**src/rtl/mult_div_unit.sv**
```systemverilog
// Iterative 32-bit signed multiply (radix-2 Booth) and restoring divide with Hi/Lo result registers.
// Optional MULTDIV_DIVZERO_EXC_EN: a divide by zero skips iteration and raises a one-cycle div_zero pulse.
module mult_div_unit (
    input  logic        clk,
    input  logic        reset,
    input  logic        start,
    input  logic        op,
    input  logic [31:0] a,
    input  logic [31:0] b,
    output logic        busy,
    output logic        done,
    output logic [31:0] hi,
    output logic [31:0] lo,
    output logic        div_zero
);

    typedef enum logic [1:0] {
        IDLE   = 2'd0,
        MULT   = 2'd1,
        DIV    = 2'd2,
        FINISH = 2'd3
    } state_t;

    state_t      state_r, state_s;
    logic [4:0]  count_r;
    logic        op_r, neg_q_r, neg_r_r, dz_pend_r;
    logic [32:0] acc_hi_r;
    logic [31:0] acc_lo_r, m_r;
    logic        q_m1_r;
    logic        busy_r, done_r, div_zero_r;
    logic [31:0] hi_r, lo_r;

    logic        accept_s, b_zero_s;
    logic [32:0] booth_sum_s;
    logic [32:0] rem_shift_s;
    logic [33:0] trial_s;
    logic [31:0] res_hi_s, res_lo_s;

    assign accept_s = start && ((state_r == IDLE) || (state_r == FINISH));

`ifdef MULTDIV_DIVZERO_EXC_EN
    assign b_zero_s = op && (b == 32'd0);
`else
    assign b_zero_s = 1'b0;
`endif

    // Next-state logic
    always_comb begin
        state_s = state_r;
        case (state_r)
            IDLE, FINISH: begin
                if (start) begin
                    if (b_zero_s) begin
                        state_s = FINISH;
                    end else if (op) begin
                        state_s = DIV;
                    end else begin
                        state_s = MULT;
                    end
                end else begin
                    state_s = IDLE;
                end
            end
            MULT, DIV: begin
                if (count_r == 5'd31) begin
                    state_s = FINISH;
                end else begin
                    state_s = state_r;
                end
            end
            default: state_s = IDLE;
        endcase
    end

    // Iteration step datapath and final sign correction
    always_comb begin
        case ({acc_lo_r[0], q_m1_r})
            2'b01:   booth_sum_s = acc_hi_r + {m_r[31], m_r};
            2'b10:   booth_sum_s = acc_hi_r - {m_r[31], m_r};
            default: booth_sum_s = acc_hi_r;
        endcase
        rem_shift_s = {acc_hi_r[31:0], acc_lo_r[31]};
        trial_s     = {1'b0, rem_shift_s} - {2'b00, m_r};
        if (op_r) begin
            res_lo_s = neg_q_r ? (32'd0 - acc_lo_r) : acc_lo_r;
            res_hi_s = neg_r_r ? (32'd0 - acc_hi_r[31:0]) : acc_hi_r[31:0];
        end else begin
            res_lo_s = acc_lo_r;
            res_hi_s = acc_hi_r[31:0];
        end
    end

    // State register
    always_ff @(posedge clk) begin
        if (reset) begin
            state_r <= IDLE;
        end else begin
            state_r <= state_s;
        end
    end

    // Operand latch and iteration registers
    always_ff @(posedge clk) begin
        if (reset) begin
            count_r   <= 5'd0;
            op_r      <= 1'b0;
            neg_q_r   <= 1'b0;
            neg_r_r   <= 1'b0;
            dz_pend_r <= 1'b0;
            acc_hi_r  <= 33'd0;
            acc_lo_r  <= 32'd0;
            m_r       <= 32'd0;
            q_m1_r    <= 1'b0;
        end else if (accept_s) begin
            count_r   <= 5'd0;
            op_r      <= op;
            dz_pend_r <= b_zero_s;
            acc_hi_r  <= 33'd0;
            q_m1_r    <= 1'b0;
            neg_q_r   <= a[31] ^ b[31];
            neg_r_r   <= a[31];
            if (op) begin
                acc_lo_r <= a[31] ? (32'd0 - a) : a;
                m_r      <= b[31] ? (32'd0 - b) : b;
            end else begin
                acc_lo_r <= b;
                m_r      <= a;
            end
        end else if (state_r == MULT) begin
            count_r  <= count_r + 5'd1;
            acc_hi_r <= {booth_sum_s[32], booth_sum_s[32:1]};
            acc_lo_r <= {booth_sum_s[0], acc_lo_r[31:1]};
            q_m1_r   <= acc_lo_r[0];
        end else if (state_r == DIV) begin
            count_r <= count_r + 5'd1;
            // A non-negative trial means the divisor fits: keep the difference, quotient bit 1
            if (!trial_s[33]) begin
                acc_hi_r <= trial_s[32:0];
                acc_lo_r <= {acc_lo_r[30:0], 1'b1};
            end else begin
                acc_hi_r <= rem_shift_s;
                acc_lo_r <= {acc_lo_r[30:0], 1'b0};
            end
        end else begin
            count_r <= count_r;
        end
    end

    // Registered status outputs and Hi/Lo result registers
    always_ff @(posedge clk) begin
        if (reset) begin
            busy_r     <= 1'b0;
            done_r     <= 1'b0;
            div_zero_r <= 1'b0;
            hi_r       <= 32'd0;
            lo_r       <= 32'd0;
        end else begin
            busy_r     <= (state_r == MULT) || (state_r == DIV);
            done_r     <= (state_r == FINISH);
            div_zero_r <= (state_r == FINISH) && dz_pend_r;
            if ((state_r == FINISH) && !dz_pend_r) begin
                hi_r <= res_hi_s;
                lo_r <= res_lo_s;
            end else begin
                hi_r <= hi_r;
                lo_r <= lo_r;
            end
        end
    end

    assign busy     = busy_r;
    assign done     = done_r;
    assign div_zero = div_zero_r;
    assign hi       = hi_r;
    assign lo       = lo_r;

endmodule

```
**config.mk**
```make
export PLATFORM = sky130hd
export DESIGN_NAME = mult_div_unit
export DESIGN_NICKNAME = d
export VERILOG_FILES = /design/src/rtl/mult_div_unit.sv
export SDC_FILE = /design/constraint.sdc
export NUM_CORES = 1
export LEC_CHECK = 0
export ABC_CLOCK_PERIOD_IN_PS = 8700
export BUFFER_PORTS_ARGS = -buffer_cell sky130_fd_sc_hd__buf_2
export CELL_PAD_IN_SITES_DETAIL_PLACEMENT = 1
export CELL_PAD_IN_SITES_GLOBAL_PLACEMENT = 1
export CORE_UTILIZATION = 48
export DETAILED_ROUTE_END_ITERATION = 10
export GPL_TIMING_DRIVEN = 0
export PLACE_DENSITY_LB_ADDON = 0.15
export SLEW_MARGIN = 40
export SYNTH_ARGS = -nofsm -noshare
export SYNTH_HDL_FRONTEND = slang
export SYNTH_SLANG_ARGS = --single-unit
export TNS_END_PERCENT = 50
```
**constraint.sdc**
```tcl
create_clock -name clk -period 8.7 [get_ports clk]
set_input_delay 1.74 -clock clk [delete_from_list [all_inputs] [get_ports clk]]
set_output_delay 1.74 -clock clk [all_outputs]
set_load 0.05 [all_outputs]
```
==> results of run 1 <==
## flip-flops by register name, summed over array words and instances, names as in the netlist
name / flops
neg_q_r: 1
acc_hi_r: 33
q_m1_r: 1
done: 1
busy: 1
count_r: 5
neg_r_r: 1
state_r: 2
hi: 32
acc_lo_r: 32
lo: 32
m_r: 32
op_r: 1
## placed cells by master (no fill, tap or decap), types with 15 or more instances in the layout
| master | Yosys | layout |
|---|---|---|
| inv_1 | 72 | 72 |
| o21ai_0 | 114 | 114 |
| nand2b_1 | 19 | 19 |
| nand3_1 | 37 | 37 |
| dfxtp_1 | 174 | 174 |
| clkbuf_16 | 0 | 17 |
| a21o_1 | 29 | 29 |
| xnor2_1 | 98 | 98 |
| a211oi_1 | 73 | 73 |
| a221oi_1 | 17 | 17 |
| buf_2 | 6 | 138 |
| o211ai_1 | 38 | 38 |
| and3_1 | 20 | 20 |
| xor2_1 | 101 | 101 |
| nor2_1 | 312 | 312 |
| o31ai_1 | 21 | 21 |
| nor3_1 | 58 | 58 |
| nand2_1 | 153 | 153 |
| ha_1 | 75 | 75 |
| nor2b_1 | 15 | 15 |
| clkbuf_1 | 106 | 106 |
| a21oi_1 | 216 | 216 |
| a31oi_1 | 20 | 20 |
| mux2i_1 | 45 | 45 |
| nor4_1 | 17 | 16 |
| or3_1 | 22 | 22 |
| a311oi_1 | 19 | 19 |
## through the flow
stage	utilization	setup slack (ps)	power (mW)
after detailed placement	0.5262	3448	6.925
after floorplan	-	4474	5.197
after global routing	0.5453	3019	8.393
final	0.5454	3202	7.955
after CTS	0.5452	3412	7.766
after global placement	0.5257	3093	6.767
## cell type report
class / instances / area (µm²) / area share
Antenna cell: 1 / 2.502 / 0.0001496
Multi-Input combinational cell: 1675 / 10590 / 0.6333
Sequential cell: 174 / 3483 / 0.2083
Clock inverter: 11 / 105.1 / 0.006284
Clock buffer: 21 / 480.5 / 0.02873
Buffer: 140 / 624.3 / 0.03733
Tap cell: 396 / 495.5 / 0.02962
Inverter: 75 / 281.5 / 0.01683
Timing Repair Buffer: 132 / 660.6 / 0.03950
## cells by family after synthesis
kind of cell	synth area share
multiplexers	0.03085
other	0.0002506
buffers and inverters	0.06045
adder cells (fa/ha/maj)	0.06538
AO/OA/AOI/OAI	0.2665
XOR/XNOR	0.1165
flip-flops	0.2328
AND/OR/NAND/NOR	0.2274
## worst reg2reg max path, cell delays in order (launching register included)
cell	delay (ps)
dfxtp_1	620
ha_1	250
clkbuf_1	340
clkbuf_1	610
mux2i_1	440
ha_1	300
nand2b_1	100
a21oi_1	170
o41ai_1	660
o21ai_0	310
and4_1	310
a21oi_1	300
o21ai_0	190
xnor2_1	370
nor2_1	110
nor4_1	310
## path summary, 6_finish.rpt
path | slack (ps) | endpoint | from
setup / recovery | 3200 | acc_hi_r[24] | acc_lo_r[0]
hold / removal | 490 | lo[4] | lo[4]
setup reg to reg | 3200 | acc_hi_r[24] | acc_lo_r[0]
hold reg to reg | 490 | lo[4] | lo[4]
## where the power goes
part	internal (mW)	switching, mW
Sequential	0.998	0.398
Clock	0.427	0.362
Combinational	2.01	3.76
Total	3.43	4.52
## Yosys cell counts (all sizes together) (3+ instances only)
cell and number:
a211o 4, o41ai 12, a41oi 3, and2 14
clkbuf 114, a221oi 17, o211a 3, inv 73
buf 26, ha 75, and3 20, mux2i 45
o22ai 6, and4 7, or4 16, nor4 19
a21o 29, nor2b 15, a31oi 20, a21oi 216
or2 5, a21boi 5, nand2b 19, xor2 101
o211ai 38, nor2 313, o31ai 23, xnor2 98
o21ai 117, dfxtp 174, nand2 153, a31o 5
nor3 60, o21a 10, o31a 3, o21bai 6
a211oi 73, or3 26, nand4 15, a2111oi 3
nand3 37, a311oi 19
## routing by layer
layer,track usage,routed length (µm),vias to the layer above
met2,0.6814,30660,701
met5,0,0,-
met3,0.06010,3840,220
li1,-,-,7683
met1,0.4750,25880,8377
met4,0.2422,3872,0
==> flow_summary_export.csv, run 1 <==
group,metric,value,unit
outcome,outcome,"complete, no violations",
cts,cts_hold_buf,0,
setup_path,cp_max_fo,10,
cts,htree_levels,4,
yosys,synth_top_area_share,0.2328,
sta,worst_clock_skew,10.37,ps
setup_path,start_kind,"register",
final_layout,fin_nets,2360,
yosys,synthesis.area,14970,µm²
power_and_ir_drop,ir_drop,194.0,µV
yosys,ys_types,83,
hold_path,hp-class,"reg2reg",
route,drt-total-wl,64.26,mm
route,drc,0,
cts,post_cts_resized,0,
yosys,synth_area_leader_cell,"dfxtp_1",
cts,clockBufferDepth,2,
cts,cts_buffers,17,
cts,root_buffer,"clkbuf_16",
cts,worstSkewPairLatency,450,ps
die,fp.dieH,178.6,µm
run,max_cap_violations,0,
yosys,netlist_top_cells_area,"dfxtp_1, nor2_1, a21oi_1",
die,io_pins,135,
setup_path,cp.depth,15,
final_layout,synthToLayoutAreaGrowth,11.76,%
die,die_area,31890,µm²
sta,tightest_slew,915.5,ps
yosys,avgSynthCellArea,7.251,µm²
route,detail_route.wl_per_cell,24.48,µm
sta,tns,0,ps
yosys,ys_ff_latch,174,
yosys,synth_nets,2209,
sta,finalHoldViolations,0,
placed_design,hpwl,50.47,mm
sta,drv_slew,0,
hold_path,worstHoldPathCells,2,
sta,rsz0062_at_grt,"no",
cts,clkTransAtPathRegs,70,ps
cts,cts.sinks,174,
final_layout,instances_no_fill,2625,
cts,cts_setup_buffers,0,
global_routing,grt_pass1_wl,97.16,mm
yosys,synth_enable_flop_cells,0,
setup_path,worstPathArrival,5850,ps
setup_path,critical_path_class,"reg2reg",
die,die_w,178.6,µm
power_and_ir_drop,power_density,475.6,nW/µm²
setup_path,cpMaxStageDelayCell,"o41ai_1",
yosys,synthFlopType,"dfxtp_1",
final_layout,n_fill_cell,4105,
setup_path,path_buf_inv,2,
setup_path,rr_worst_depth,15,
power_and_ir_drop,p_leak,6.688,nW
placed_design,gp_congestion,0.9935,
route,drt_iter0_markers,1281,
setup_path,critPathRequiredTime,9050,ps
route,ant_nets,0,
route,viasPerCell,6.469,
sta,maxSlewHeadroom,0.3897,
yosys,ys_warn_count,0,
cts,cts_tree,"done",
setup_path,crit_chain,"ha_1, clkbuf_1, clkbuf_1, mux2i_1, ha_1, nand2b_1, a21oi_1, o41ai_1, o21ai_0, and4_1, a21oi_1, o21ai_0, xnor2_1, nor2_1, nor4_1",
placed_design,placedCellCount,2592,
sta,hold_ws,487.4,ps
yosys,syn_inst,2064,
final_layout,final_layout_size_suffix_gt1_frac,0.09785,
global_routing,overflow,0,
setup_path,endpoint_kind,"register",
route,vias,16981,
die,rows,64,
setup_path,crit_path_max_incr_delay,660,ps
setup_path,crit_family,"compound AO/OA/AOI/OAI gates",
sta,finalCritPeriodShare,0.6319,
yosys,async_flop_share,0,
global_routing,grt_start_max_net_pins,17,
global_routing,grtUsageTotal,0.4011,
final_layout,design_area,16730,µm²
placed_design,io_buffers,132,
yosys,synth_seq_area_share,0.2328,
global_routing,antenna_found_initial,1,
die,core_area,30670,µm²
route,drt_first_pass_iters,5,
placed_design,dpl-instance-area,16140,µm²
sta,finalCriticalPeriod,5498,ps
sta,final-setup-viol-count,0,
global_routing,first_global_vias,17209,
sta,max_freq,181.9,MHz
die,initial_core_util,0.4880,
(Power assumes the default switching activity.)
==> run 2, diff against run 1 <==
ABC_CLOCK_PERIOD_IN_PS = 5140   (was 8700)
CORE_UTILIZATION = 45   (was 48)
clock period = 5.14 ns   (was 8.7 ns; I/O delays follow)
==> run 2 against run 1 <==
Design area is 0.31% higher. Non-clock buffer count is the same. Setup slack worse by 3100 ps. Global-route usage fell by 1.0 points. First-iteration DRC count up 11%. Power increased by 69%. Critical path type unchanged. Largest cell class unchanged. Highest routed layer unchanged.
==> flow_summary_export.csv, run 2 (synthesized netlist as in run 1, its figures left out) <==
group,metric,value,unit
outcome,outcome,"complete, no violations",
sta,hold_ws,475.0,ps
route,drt_first_pass_iters,5,
sta,tightest_slew,876.2,ps
cts,cts.sinks,174,
route,drt-total-wl,66.11,mm
die,io_pins,135,
sta,worst_clock_skew,22.12,ps
final_layout,final_core_util,0.5144,
setup_path,crit_family,"simple AND/OR/NAND/NOR gates",
setup_path,cp_max_fo,6,
cts,cts_buffers,17,
sta,tns,0,ps
setup_path,start_kind,"register",
final_layout,final_layout_size_suffix_gt1_frac,0.09924,
setup_path,rrSetupSlack,130,ps
setup_path,cpMaxStageDelayCell,"or4_1",
final_layout,regMostFlops,"acc_hi_r",
final_layout,instances_no_fill,2674,
final_layout,most-common-layout-cells,"nor2_1, a21oi_1, dfxtp_1, nand2_1, buf_2",
cts,root_buffer,"clkbuf_16",
power_and_ir_drop,power,13.41,mW
sta,finalHoldViolations,0,
die,initial_core_util,0.4588,
die,core_area,32620,µm²
setup_path,critical_path_class,"reg2reg",
power_and_ir_drop,power_density,799.4,nW/µm²
setup_path,crit_chain,"or4_1, nor2_1, nand2_1, nor4_4, buf_4, and3_1, and3_1, nor2_1, xnor2_1, ha_1, a21oi_1, o21ai_0, or3_1, o22ai_1, a31oi_1, nor2_1, xor2_1, nor2_1, xnor2_1, a211oi_1",
final_layout,largest_reg_flops,33,
global_routing,first_global_vias,16912,
cts,clkTransAtPathRegs,70,ps
route,viasPerCell,6.292,
setup_path,crit_path_max_incr_delay,630,ps
power_and_ir_drop,p_leak,6.687,nW
cts,cts_hold_buf,0,
cts,worstSkewPairLatency,470,ps
sta,drv_slew,0,
route,vias,16825,
placed_design,io_buffers,132,
die,die_w,184.4,µm
setup_path,worstPathArrival,5380,ps
final_layout,final_common_cell,"nor2_1",
final_layout,synthToLayoutAreaGrowth,12.11,%
run,max_cap_violations,0,
global_routing,grt_pass1_wl,99.84,mm
setup_path,crit_top_cell,"nor2_1",
sta,rsz0062_at_grt,"yes",
global_routing,grt_start_max_net_pins,17,
route,drt_iter0_markers,1427,
sta,maxSlewHeadroom,0.4158,
sta,final-setup-viol-count,0,
global_routing,overflow,0,
global_routing,grtUsageTotal,0.3911,
placed_design,gp_congestion,1.010,
setup_path,endpoint_kind,"register",
sta,finalCriticalPeriod,5005,ps
die,die_area,33990,µm²
die,fp.dieH,184.4,µm
cts,htree_levels,4,
power_and_ir_drop,ir_drop,323.8,µV
setup_path,path_buf_inv,1,
cts,cts_tree,"done",
route,drc,0,
sta,finalCritPeriodShare,0.9737,
global_routing,antenna_found_initial,5,
placed_design,hpwl,52.77,mm
route,detail_route.wl_per_cell,24.72,µm
placed_design,placedCellCount,2638,
setup_path,critPathRequiredTime,5520,ps
hold_path,hp-class,"reg2reg",
sta,max_freq,199.8,MHz
route,ant_nets,0,
final_layout,fin_nets,2360,
cts,clockBufferDepth,2,
die,rows,66,
## run 2: stage by stage
| step | instance area (µm²) | setup slack (ps) |
|---|---|---|
| after detailed placement | 16190 | -284.4 |
| after floorplan | 14970 | 914.5 |
| after global routing | 16770 | -71.45 |
| final | 16780 | 134.9 |
| after global placement | 16180 | -519.4 |
| after CTS | 16760 | 8.495 |
## run 2: path summary, 6_finish.rpt
| path | end | cells past startpoint | startpoint |
|---|---|---|---|
| max | acc_hi_r[31] | 20 | m_r[2] |
| min | neg_r_r | 2 | neg_r_r |
| max reg2reg | acc_hi_r[31] | 20 | m_r[2] |
| min reg2reg | neg_r_r | 2 | neg_r_r |
## run 2: routing by layer
metal	share of wire	routed length [µm]	GRT usage	up-vias
met3	0.063	4191	0.05967	195
met2	0.46	30460	0.6379	681
li1	-	-	-	7680
met4	0.063	4194	0.2513	0
met5	0	0	0	-
met1	0.41	27270	0.4793	8269
## run 2: cell type report
| class | instances | area [µm²] |
|---|---|---|
| clock buffer | 19 | 442.9 |
| tap | 442 | 553.0 |
| inverter | 75 | 281.5 |
| timing repair buffer | 133 | 668.1 |
| clock inverter | 12 | 103.9 |
| buffer | 139 | 623.1 |
| fill | 4282 | 15840 |
| antenna | 5 | 12.51 |
| multi-input combinational | 1675 | 10610 |
| sequential | 174 | 3485 |
## run 2: power breakdown
| part | internal [mW] | switching [mW] |
|---|---|---|
| Combinational | 3.42 | 6.34 |
| Sequential | 1.69 | 0.680 |
| Clock | 0.642 | 0.644 |
| Total | 5.75 | 7.66 |
## run 2: repair_timing
action	in CTS	in global routing
buffers inserted	0	1
pin swaps	0	2
endpoints found under the hold margin	0	0
gates resized for setup	4	4
endpoints found under the setup margin	8	7
## run 2: worst register-to-register path, delay by kind of cell, from the launching register on
| kind | cells | cell delay, ps |
|---|---|---|
| xor gates and xnor gates | 3 | 610 |
| adders and majority gates | 1 | 380 |
| buffers and inverters | 1 | 210 |
| DFF | 1 | 350 |
| AOI/OAI and AO/OA | 5 | 1050 |
| and+or+nand+nor | 10 | 2350 |
